## config.mk

```make
export PLATFORM = sky130hd
export DESIGN_NAME = irq_controller
export DESIGN_NICKNAME = d
export VERILOG_FILES = /design/src/rtl/irq_controller.sv
export SDC_FILE = /design/constraint.sdc
export NUM_CORES = 1
export LEC_CHECK = 0
export CAP_MARGIN = 25
export CORE_ASPECT_RATIO = 1.1
export CORE_MARGIN = 5
export CORE_UTILIZATION = 30
export DETAILED_ROUTE_END_ITERATION = 7
export GPL_TIMING_DRIVEN = 0
export MAX_ROUTING_LAYER = met4
export PLACE_DENSITY = 0.79
export SLEW_MARGIN = 25
export SYNTH_ARGS = -nofsm -noshare
export SYNTH_HDL_FRONTEND = slang
export SYNTH_SLANG_ARGS = --single-unit
```

## constraint.sdc

```tcl
create_clock -name clk -period 1.3 [get_ports clk]
set_clock_uncertainty 0.05 [all_clocks]
set_input_delay 0.13 -clock clk [delete_from_list [all_inputs] [get_ports clk]]
set_output_delay 0.13 -clock clk [all_outputs]
set_load 0.03 [all_outputs]
```

## src/rtl/irq_controller.sv

```systemverilog
// irq_controller: edge-latched, maskable, fixed-priority interrupt source for the CPU decoder,
// with a request/take/service handshake keyed off the kernel-mode bit and a small register bus.
module irq_controller #(
    parameter int          NSRC = 4,
    parameter logic [31:0] BASE = 32'h40000024
) (
    input  logic            clk,
    input  logic            reset,
    input  logic [NSRC-1:0] src,
    input  logic            pc_kernel,
    input  logic [31:0]     addr,
    input  logic [31:0]     wdata,
    input  logic            MemWr,
    input  logic            MemRd,
    output logic [31:0]     rdata,
    output logic            IRQ,
    output logic            in_service
);
    typedef enum logic [1:0] {IDLE, REQ, SERVICE} state_t;

    state_t          r_state;
    logic [NSRC-1:0] r_pend;
    logic [NSRC-1:0] r_mask;
    logic [NSRC-1:0] r_src_d;
    logic [3:0]      r_cause;
    logic [NSRC-1:0] w_rise;
    logic [NSRC-1:0] w_clr;
    logic [3:0]      w_win;
    logic            w_elig;
    logic            w_wr_pend;
    logic            w_wr_mask;
    logic            w_unused;

    assign w_rise    = src & ~r_src_d;
    assign w_wr_pend = MemWr && (addr == BASE);
    assign w_wr_mask = MemWr && (addr == BASE + 32'd4);
    assign w_clr     = w_wr_pend ? wdata[NSRC-1:0] : '0;
    assign w_elig    = |(r_pend & r_mask);
    assign w_unused  = &{1'b0, wdata};

    // Scan from the top down so the lowest enabled index wins.
    always_comb begin
        w_win = 4'd0;
        for (int i = NSRC - 1; i >= 0; i--)
            if (r_pend[i] && r_mask[i]) w_win = 4'(i);
    end

    assign rdata = !MemRd                   ? 32'd0 :
                   addr == BASE             ? 32'(r_pend) :
                   addr == BASE + 32'd4     ? 32'(r_mask) :
                   addr == BASE + 32'd8     ? {26'd0, in_service, 1'b0, r_cause} :
                                              32'd0;

    always_ff @(posedge clk or negedge reset) begin
        if (!reset) begin
            r_state    <= IDLE;
            r_pend     <= '0;
            r_mask     <= '0;
            r_src_d    <= '0;
            r_cause    <= 4'd0;
            IRQ        <= 1'b0;
            in_service <= 1'b0;
        end else begin
            r_src_d <= src;
            r_pend  <= (r_pend & ~w_clr) | w_rise;
            if (w_wr_mask) r_mask <= wdata[NSRC-1:0];
            case (r_state)
                IDLE: begin
                    if (w_elig && !pc_kernel) begin
                        r_state <= REQ;
                        IRQ     <= 1'b1;
                    end
                end
                REQ: begin
                    if (pc_kernel) begin
                        r_state    <= SERVICE;
                        IRQ        <= 1'b0;
                        in_service <= 1'b1;
                        r_cause    <= w_win;
                    end else if (!w_elig) begin
                        r_state <= IDLE;
                        IRQ     <= 1'b0;
                    end
                end
                SERVICE: begin
                    if (!pc_kernel) begin
                        r_state    <= IDLE;
                        in_service <= 1'b0;
                    end
                end
                default: begin
                    r_state    <= IDLE;
                    IRQ        <= 1'b0;
                    in_service <= 1'b0;
                end
            endcase
        end
    end
endmodule

```

==> reports/qor.csv, run 1 <==
metric;value;unit
IO buf count;51;
critical path cell sequence;buf_6, or4_4, and4bb_1, nand4_1, a221o_1;
Final Hold Fails;0;
most common cell in the synthesized netlist;buf_4;
first-pass GRT wire length;4.71;mm
Yosys reg bits;18;
minimum clock period;1.57;ns
Finished Core Util;54.4;%
Yosys top cell area share;41.0;%
Final Total Pwr;1.30;mW
worst-skew pair later-pin latency;0.25;ns
Req. time, crit path;1.38;ns
worst-margin pin slew;0.788;ns
cell taking the most area after synthesis;dfrtp_1;
failing checks;negative setup slack;
H-tree levels;1;
Synth Area per Inst;9.98;sq um
Slew HR;47.3;%
number of global-route vias before repair;1138;
Post-Synth Adder-Cell Area;0;%
largest family of logic cells by synthesized area;buffers and inverters;
ANT cells;0;
Yosys warnings;0;
layout cells sized above 1;38.5;%
Mapped Cells;110;
average wire per standard cell;12.8;microns
ys flop type;dfrtp_1;
drt pass-1 iters;4;
final net count;270;
total CTS buffers;3;
largest net degree at the start of global routing;19;
die width;67.7;microns
CTS tree;built;
sequential-to-total area share from yosys stat;41.0;%
Detailed Route WL;3.12;mm
CTS Root Cell;clkbuf_8;
max_cap viols;0;
antenna-violating nets left;0;
vias per inst;4.30;
Worst Setup End Kind;flop;
FMAX;638;MHz
Worst-path clk slew;0.06;ns
CTS sink count;18;
Core Rows;23;
GRT overflow;0;
Final Cycle Share;121;%
Synth Area in Simple Gates;19.3;%
Syn Std Cell Area;1100;sq um
# IOs;107;
Vert. Die Dim;73.4;microns
starting density of the core;30.5;%
core area;3600;sq um
Worst Path Buf+Inv;1;
compound-gate portion of the synthesized area;12.5;%
Post-synth EDFFs;0;
via count;1053;
Iter 0 DRT Violations;46;
critical path arrival;1.65;ns
Total GRT Usage;12.4;%
hpwl dp;2.51;mm
Crit Path Max Fanout;4;
FFs w/ async S/R, synth;100;%
HP Class;input pin to asynchronous set/reset pin;
number of distinct library cells after synthesis;31;
Startpoint Class;input pin;
post-synthesis xor/xnor area fraction;0.798;%
fillers;332;
gp weighted congestion;0.752;
Setup Crit Path Kind;input pin to flop;
post-synthesis mux area share;6.16;%
CP max stage delay;0.53;ns
PD cells;665;nW/um^2
most instantiated cells after synthesis;buf_4, dfrtp_1, nor2_1, a22oi_1, nor2b_1;
Final Max Tran Viols;0;
initial antenna violation count;0;
Finish-stage setup viols;13;
RSZ-0062 raised after global routing;true;
Worst Setup Slack post-DPL;-1.32;ns
Die Area;4970;sq um
Post-route DRC;0;
P_leak;0.915;nW
CTS max path bufs;2;
hold_buf cts;0;
final setup margin;-0.269;ns
Area Growth Syn to Fin;78.2;%
highest ir drop seen on vdd;0.000277;V
status;complete, but fails checks;
Synth area leaders;dfrtp_1, buf_4, a22oi_1;
slowest library cell on the worst path;or4_4;
delay-heaviest family, CP;simple AND/OR/NAND/NOR gates;
[logic make-up (layout without fill, tap and decap cells)]
group | after synthesis | in the layout
XOR/XNOR | 1 | 1
multiplexers | 6 | 6
buffers and inverters | 31 | 90
AND/OR/NAND/NOR | 35 | 35
other | 1 | 27
AO/OA/AOI/OAI | 18 | 18
flip-flops | 18 | 18
[layer usage]
metal	routed length, microns	global-route usage [%]
met5	0	-
met4	23	3.38
met3	255	1.38
met2	1610	23.2
met1	1240	13.6
[state kept, by name, indices dropped and copies added, names as in the netlist]
name,flops
in_service,1
r_pend,4
r_state,2
IRQ,1
r_cause,2
r_src_d,4
r_mask,4
[report_power, final]
part	switching [mW]	internal, mW	total [mW]
registers	0.00304	0.568	0.571
clock network	0.168	0.205	0.374
logic	0.188	0.169	0.356
total	0.359	0.942	1.30
[cell type report]
| class | instances | area [sq um] | share of cell area (%) |
|---|---|---|---|
| buffer | 27 | 203 | 10.4 |
| clock buffer | 3 | 41.3 | 2.11 |
| inverter | 4 | 15.0 | 0.768 |
| multi-input combinational | 87 | 668 | 34.2 |
| sequential | 18 | 450 | 23.0 |
| tap | 50 | 62.6 | 3.20 |
| timing repair buffer | 56 | 515 | 26.4 |
[worst paths after layout]
kind                            start    endpoint  slack, ns  cells after the start
min in group clk               src[3]  r_src_d[3]       0.30                      1
hold reg to reg            r_cause[0]  r_cause[0]       0.46                      1
hold / removal                  reset  r_src_d[1]       0.29                      1
setup reg to reg            r_pend[3]         IRQ       0.11                      4
max in group asynchronous       reset  r_src_d[0]       0.42                      1
setup / recovery             addr[13]   r_pend[1]      -0.27                      5
[cells in the final DEF (no fill, tap or decap), types with 3 or more instances in the layout]
cell type	count
inv_1	4
nor2b_1	4
a22oi_2	3
buf_2	4
nor2_4	5
conb_1	27
clkdlybuf4s15_1	10
clkbuf_8	3
buf_4	31
mux2_4	4
dfrtp_1	18
buf_6	9
a221o_1	4
dlygate4sd2_1	13
clkdlybuf4s50_1	14
nand2_1	4
a22oi_1	3
[metrics by stage]
stage / setup TNS [ns] / std cells / hold slack (ns) / area [sq um]
after global placement: -12.86 / 237 / 0.411 / 1790
after global routing: -3.66 / 245 / 0.296 / 1960
after floorplan: -3.69 / 136 / -0.216 / 1210
final: -3.12 / 245 / 0.290 / 1960
after CTS: -3.10 / 242 / 0.300 / 1910
after detailed placement: -13.24 / 237 / 0.440 / 1790
[timing repair]
item | CTS | global route
resized for setup | 114 | 13
buffers inserted | 2 | 3
endpoints found under the setup margin | 16 | 13
pin swaps | 18 | 14
Power figures use the tool's default switching activity.
==> run 2, diff against run 1 <==
Settings changed: TNS_END_PERCENT set to 10.
==> run 2 against run 1 <==
Worst setup slack got worse by 0.048 ns. Non-clock buffer count fell by 3. Die area unchanged. Highest routed layer unchanged. Sequential cell count stayed put. Largest power group unchanged. Final area shrank 3.5%. Critical path type unchanged. Critical endpoint is now r_pend[2]. Wire length fell by 5.9%. Combinational power decreased by 3%. Clock-buffer cell count unchanged. The flow still finishes with violations (negative setup slack). Cell count is 1.2% lower. Clock power increased by 2%. First-iteration DRC count is 35% higher.
==> reports/qor.csv, run 2 (synthesized netlist as in run 1, its figures left out) <==
metric;value;unit;change
status;complete, but fails checks;;unchanged
failing checks;negative setup slack;;unchanged
critical path arrival;1.70;ns;was 1.65 ns
HP Class;input pin to asynchronous set/reset pin;;unchanged
via count;1038;;was 1053
P_leak;0.888;nW;was 0.915 nW
FF+latch area;450;sq um;unchanged
worst-skew pair later-pin latency;0.25;ns;about the same
Vert. Die Dim;73.4;microns;unchanged
Slew HR;48.1;%;was 47.3%
max_cap viols;0;;unchanged
Setup Crit Path Kind;input pin to flop;;unchanged
multi-input logic area;634;sq um;was 668 sq um
starting density of the core;30.5;%;unchanged
IO buf count;51;;unchanged
CTS tree;built;;unchanged
final net count;267;;was 270
Die Area;4970;sq um;unchanged
die width;67.7;microns;unchanged
minimum clock period;1.62;ns;was 1.57 ns
critical path cell sequence;buf_6, or4_4, and4bb_1, nand4_1, a221o_1;;unchanged
Total GRT Usage;12.4;%;about the same
Worst-path clk slew;0.07;ns;was 0.06 ns
FMAX;619;MHz;was 638 MHz
GRT overflow;0;;unchanged
Detailed Route WL;2.94;mm;was 3.12 mm
Worst Setup Slack post-DPL;-1.21;ns;was -1.32 ns
TNS Setup;-3.44;ns;was -3.12 ns
Crit Path Max Fanout;4;;unchanged
RSZ-0062 raised after global routing;true;;unchanged
DP Cell Count;237;;unchanged
Startpoint Class;input pin;;unchanged
first-pass GRT wire length;4.60;mm;was 4.71 mm
PD cells;688;nW/um^2;was 665 nW/um^2
largest net degree at the start of global routing;19;;unchanged
total CTS buffers;3;;unchanged
fillers;327;;was 332
Iter 0 DRT Violations;62;;was 46
gp weighted congestion;0.773;;was 0.752
most common cell after layout, fill and taps aside;buf_4;;unchanged
average wire per standard cell;12.1;microns;was 12.8 microns
Final Max Tran Viols;0;;unchanged
Final Cycle Share;124;%;was 121%
CTS Root Cell;clkbuf_8;;unchanged
antenna-violating nets left;0;;unchanged
final setup margin;-0.317;ns;was -0.269 ns
slowest library cell on the worst path;or4_4;;unchanged
# IOs;107;;unchanged
hpwl dp;2.38;mm;was 2.51 mm
WHS;0.285;ns;was 0.290 ns
Post-route DRC;0;;unchanged
drt pass-1 iters;4;;unchanged
core area;3600;sq um;unchanged
CP max stage delay;0.53;ns;about the same
delay-heaviest family, CP;simple AND/OR/NAND/NOR gates;;unchanged
H-tree levels;1;;unchanged
Worst Setup End Kind;flop;;unchanged
Req. time, crit path;1.38;ns;about the same
initial antenna violation count;0;;unchanged
Core Rows;23;;unchanged
highest ir drop seen on vdd;0.000327;V;was 0.000277 V
hold_buf cts;0;;unchanged
number of global-route vias before repair;1097;;was 1138
CTS sink count;18;;unchanged
Final Hold Fails;0;;unchanged
fin cells;242;;was 245
CTS max path bufs;2;;unchanged
Worst Path Buf+Inv;1;;unchanged
Area Growth Syn to Fin;72.1;%;was 78.2%
largest registers;r_mask: 4 flops, r_pend: 4 flops, r_src_d: 4 flops;;unchanged
ANT cells;0;;unchanged
vias per inst;4.29;;was 4.30
worst-margin pin slew;0.776;ns;was 0.788 ns
commonest non-fill, non-tap cells in the layout;buf_4, conb_1, dfrtp_1;;unchanged
Finish-stage setup viols;13;;unchanged
layout cells sized above 1;34.9;%;was 38.5%
==> run 2: cell types whose count changed in the layout (fill, tap and decap cells not counted), sizes merged <==
cell,delta
buf,-4
clkdlybuf4s50,+2
clkdlybuf4s15,-1
==> run 2: cell type report <==
cell class                      count  share of cell area, %
Sequential cell                    18                   23.9
Tap cell                           50                   3.31
Multi-Input combinational cell     87                   33.6
Timing Repair Buffer               53                   25.5
Buffer                             27                   10.7
Inverter                            4                  0.795
Clock buffer                        3                   2.19
==> run 2: path summary, 6_finish.rpt <==
check                           slack, ns  startpoint  cells after the start         end
worst min register to register       0.44  r_cause[1]                      2  r_cause[1]
min in group clk                     0.30      src[3]                      1  r_src_d[3]
max in group asynchronous            0.43       reset                      1   r_mask[3]
worst min-delay path                 0.28       reset                      1  r_src_d[1]
worst max register to register       0.09   r_pend[3]                      4         IRQ
worst max-delay path                -0.32    addr[13]                      5   r_pend[2]
==> run 2: worst reg2reg max path, stage by stage (launching register included) <==
cell and delay [ns]:
dfrtp_1 0.43, a22oi_1 0.32, a211oi_2 0.14, nor2_1 0.10
o21ai_1 0.06
==> run 2: metrics by stage <==
step | utilization (%) | instance area, sq um | total power, mW
after floorplan | - | 1200 | 0.774
after global placement | 49.3 | 1770 | 0.932
after detailed placement | 49.3 | 1770 | 0.935
after CTS | 52.2 | 1880 | 1.30
after global routing | 52.5 | 1890 | 1.36
final | 52.5 | 1890 | 1.30
==> run 2: timing repair <==
| item | in CTS | in global routing |
|---|---|---|
| resized for setup | 107 | 7 |
| pin swaps | 18 | 0 |
| buffers inserted | 2 | 0 |
| endpoints found under the setup margin | 15 | 14 |
| cloned | 0 | 0 |
==> run 2: power by group <==
part	internal, mW	switching (mW)	total (mW)
Sequential	0.568	0.00266	0.571
Combinational	0.165	0.181	0.346
Clock	0.206	0.177	0.382
==> run 2: metal layers <==
layer  share of wire, %  track usage (%)  up-vias
met4                1.0             4.05        0
li1                   -                -      508
met1                 41             15.7      462
met5                  0                -        -
met2                 48             19.7       64
met3                 10             2.60        4
==> run 3, diff against run 2 <==
Settings changed: CORE_MARGIN 5 to not set.
==> run 3 against run 2 <==
The flow still finishes with violations (negative setup slack). Cell count rose by 0.41%. Clock power fell by 9.4%. Core utilization rose by 3.5 points. Worst setup slack improved by 0.042 ns. First-iteration DRC count fell by 61%. Fmax rose by 2.7%. Global-route usage rose by 2.6 points. Largest cell class unchanged. Hold slack got worse by 0.037 ns. Sequential share of layout area fell by 0.30 points. Sequential cell count did not move. Clock-buffer cell count rose by 1. Register-to-register slack got worse by 0.03 ns.
==> reports/qor.csv, run 3 (synthesized netlist as in run 1, its figures left out) <==
metric;value;unit;change
Detailed Route WL;2.67;mm;was 2.94 mm
GRT overflow;0;;unchanged
worst-margin pin slew;0.825;ns;was 0.776 ns
FF+latch area;450;sq um;unchanged
Final Max Tran Viols;0;;unchanged
status;complete, but fails checks;;unchanged
CTS tree;built;;unchanged
P_leak;0.906;nW;was 0.888 nW
Worst Setup End Kind;output pin;;was flop
IO buf count;51;;unchanged
Final Cell Area;1910;sq um;was 1890 sq um
hpwl dp;2.06;mm;was 2.38 mm
Startpoint Class;input pin;;unchanged
commonest non-fill, non-tap cells in the layout;buf_4, conb_1, dfrtp_1;;unchanged
most common cell after layout, fill and taps aside;buf_4;;unchanged
H-tree levels;1;;unchanged
total CTS buffers;3;;unchanged
gp weighted congestion;0.752;;was 0.773
Crit Path Max Fanout;5;;was 4
CTS max path bufs;2;;unchanged
fin cells;243;;was 242
multi-input logic area;644;sq um;was 634 sq um
Final Cycle Share;121;%;was 124%
worst-skew pair later-pin latency;0.29;ns;was 0.25 ns
TNS Setup;-2.97;ns;was -3.44 ns
number of global-route vias before repair;1009;;was 1097
WHS;0.248;ns;was 0.285 ns
Worst Setup Slack post-DPL;-1.23;ns;was -1.21 ns
FMAX;635;MHz;was 619 MHz
Slew HR;44.9;%;was 48.1%
Req. time, crit path;1.12;ns;was 1.38 ns
placed cell area;1770;sq um;about the same
Area Growth Syn to Fin;74.2;%;was 72.1%
final net count;269;;was 267
CTS sink count;18;;unchanged
DP Cell Count;235;;was 237
Finish-stage setup viols;13;;unchanged
Worst-path clk slew;0.10;ns;was 0.07 ns
average wire per standard cell;11.0;microns;was 12.1 microns
Final Hold Fails;0;;unchanged
layout cells sized above 1;35.9;%;was 34.9%
first-pass GRT wire length;4.24;mm;was 4.60 mm
core area;3410;sq um;was 3600 sq um
Vert. Die Dim;65.4;microns;was 73.4 microns
Final Total Pwr;1.26;mW;was 1.30 mW
largest registers;r_mask: 4 flops, r_pend: 4 flops, r_src_d: 4 flops;;unchanged
Core Rows;22;;was 23
minimum clock period;1.57;ns;was 1.62 ns
# IOs;107;;unchanged
Die Area;3900;sq um;was 4970 sq um
final setup margin;-0.275;ns;was -0.317 ns
Total GRT Usage;15.0;%;was 12.4%
Finished Core Util;56.0;%;was 52.5%
failing checks;negative setup slack;;unchanged
antenna-violating nets left;0;;unchanged
initial antenna violation count;0;;unchanged
HP Class;input pin to asynchronous set/reset pin;;unchanged
CTS Root Cell;clkbuf_4;;was clkbuf_8
starting density of the core;32.1;%;was 30.5%
Iter 0 DRT Violations;24;;was 62
Setup Crit Path Kind;input pin to output pin;;was input pin to flop
largest net degree at the start of global routing;19;;unchanged
hold_buf cts;0;;unchanged
ANT cells;0;;unchanged
vias per inst;4.35;;was 4.29
RSZ-0062 raised after global routing;true;;unchanged
PD cells;662;nW/um^2;was 688 nW/um^2
max_cap viols;0;;unchanged
die width;59.7;microns;was 67.7 microns
drt pass-1 iters;3;;was 4
via count;1057;;was 1038
critical path arrival;1.39;ns;was 1.70 ns
fillers;319;;was 327
highest ir drop seen on vdd;0.000298;V;was 0.000327 V
Post-route DRC;0;;unchanged
-- run 3: cell type report --
type	count	area share [%]
inverters	4	0.785
well taps	48	3.14
multi-input cells	87	33.7
plain buffers	27	10.6
flip-flops and latches	18	23.6
repair buffers	55	26.3
clock buffers	4	1.90
-- run 3: path summary, 6_finish.rpt --
kind / startpoint / end / slack (ns) / depth (start not counted)
worst max-delay path: addr[10] / rdata[5] / -0.27 / 7
worst min-delay path: reset / r_cause[1] / 0.25 / 1
worst max register to register: r_pend[3] / IRQ / 0.06 / 4
worst min register to register: r_cause[1] / r_cause[1] / 0.46 / 2
max in group asynchronous: reset / r_src_d[3] / 0.44 / 1
min in group clk: src[2] / r_src_d[2] / 0.25 / 1
-- run 3: where the power goes --
| group | switching, mW | total, mW | internal (mW) |
|---|---|---|---|
| registers | 0.00260 | 0.570 | 0.567 |
| clock network | 0.175 | 0.346 | 0.171 |
| logic | 0.182 | 0.349 | 0.167 |
-- run 3: per-layer routing --
layer,vias up,GRT usage (%),part of all wire (%)
met2,63,24.3,49
met4,0,8.14,2.4
met1,476,18.1,40
met3,6,1.38,8.8
li1,512,-,-
met5,-,-,0
-- run 3: timing repair --
action | 4_1_cts | 5_1_grt
endpoints found under the setup margin | 15 | 15
hold endpoints to repair | 0 | 0
pin swaps | 16 | 5
resized for setup | 113 | 8
buffers inserted | 3 | 1
-- run 3: critical path: stages --
cell and delay (ns):
buf_6 0.09, or4_4 0.54, nor2_4 0.12, nand4_1 0.10, buf_6 0.18, nor2_4 0.10
buf_6 0.14
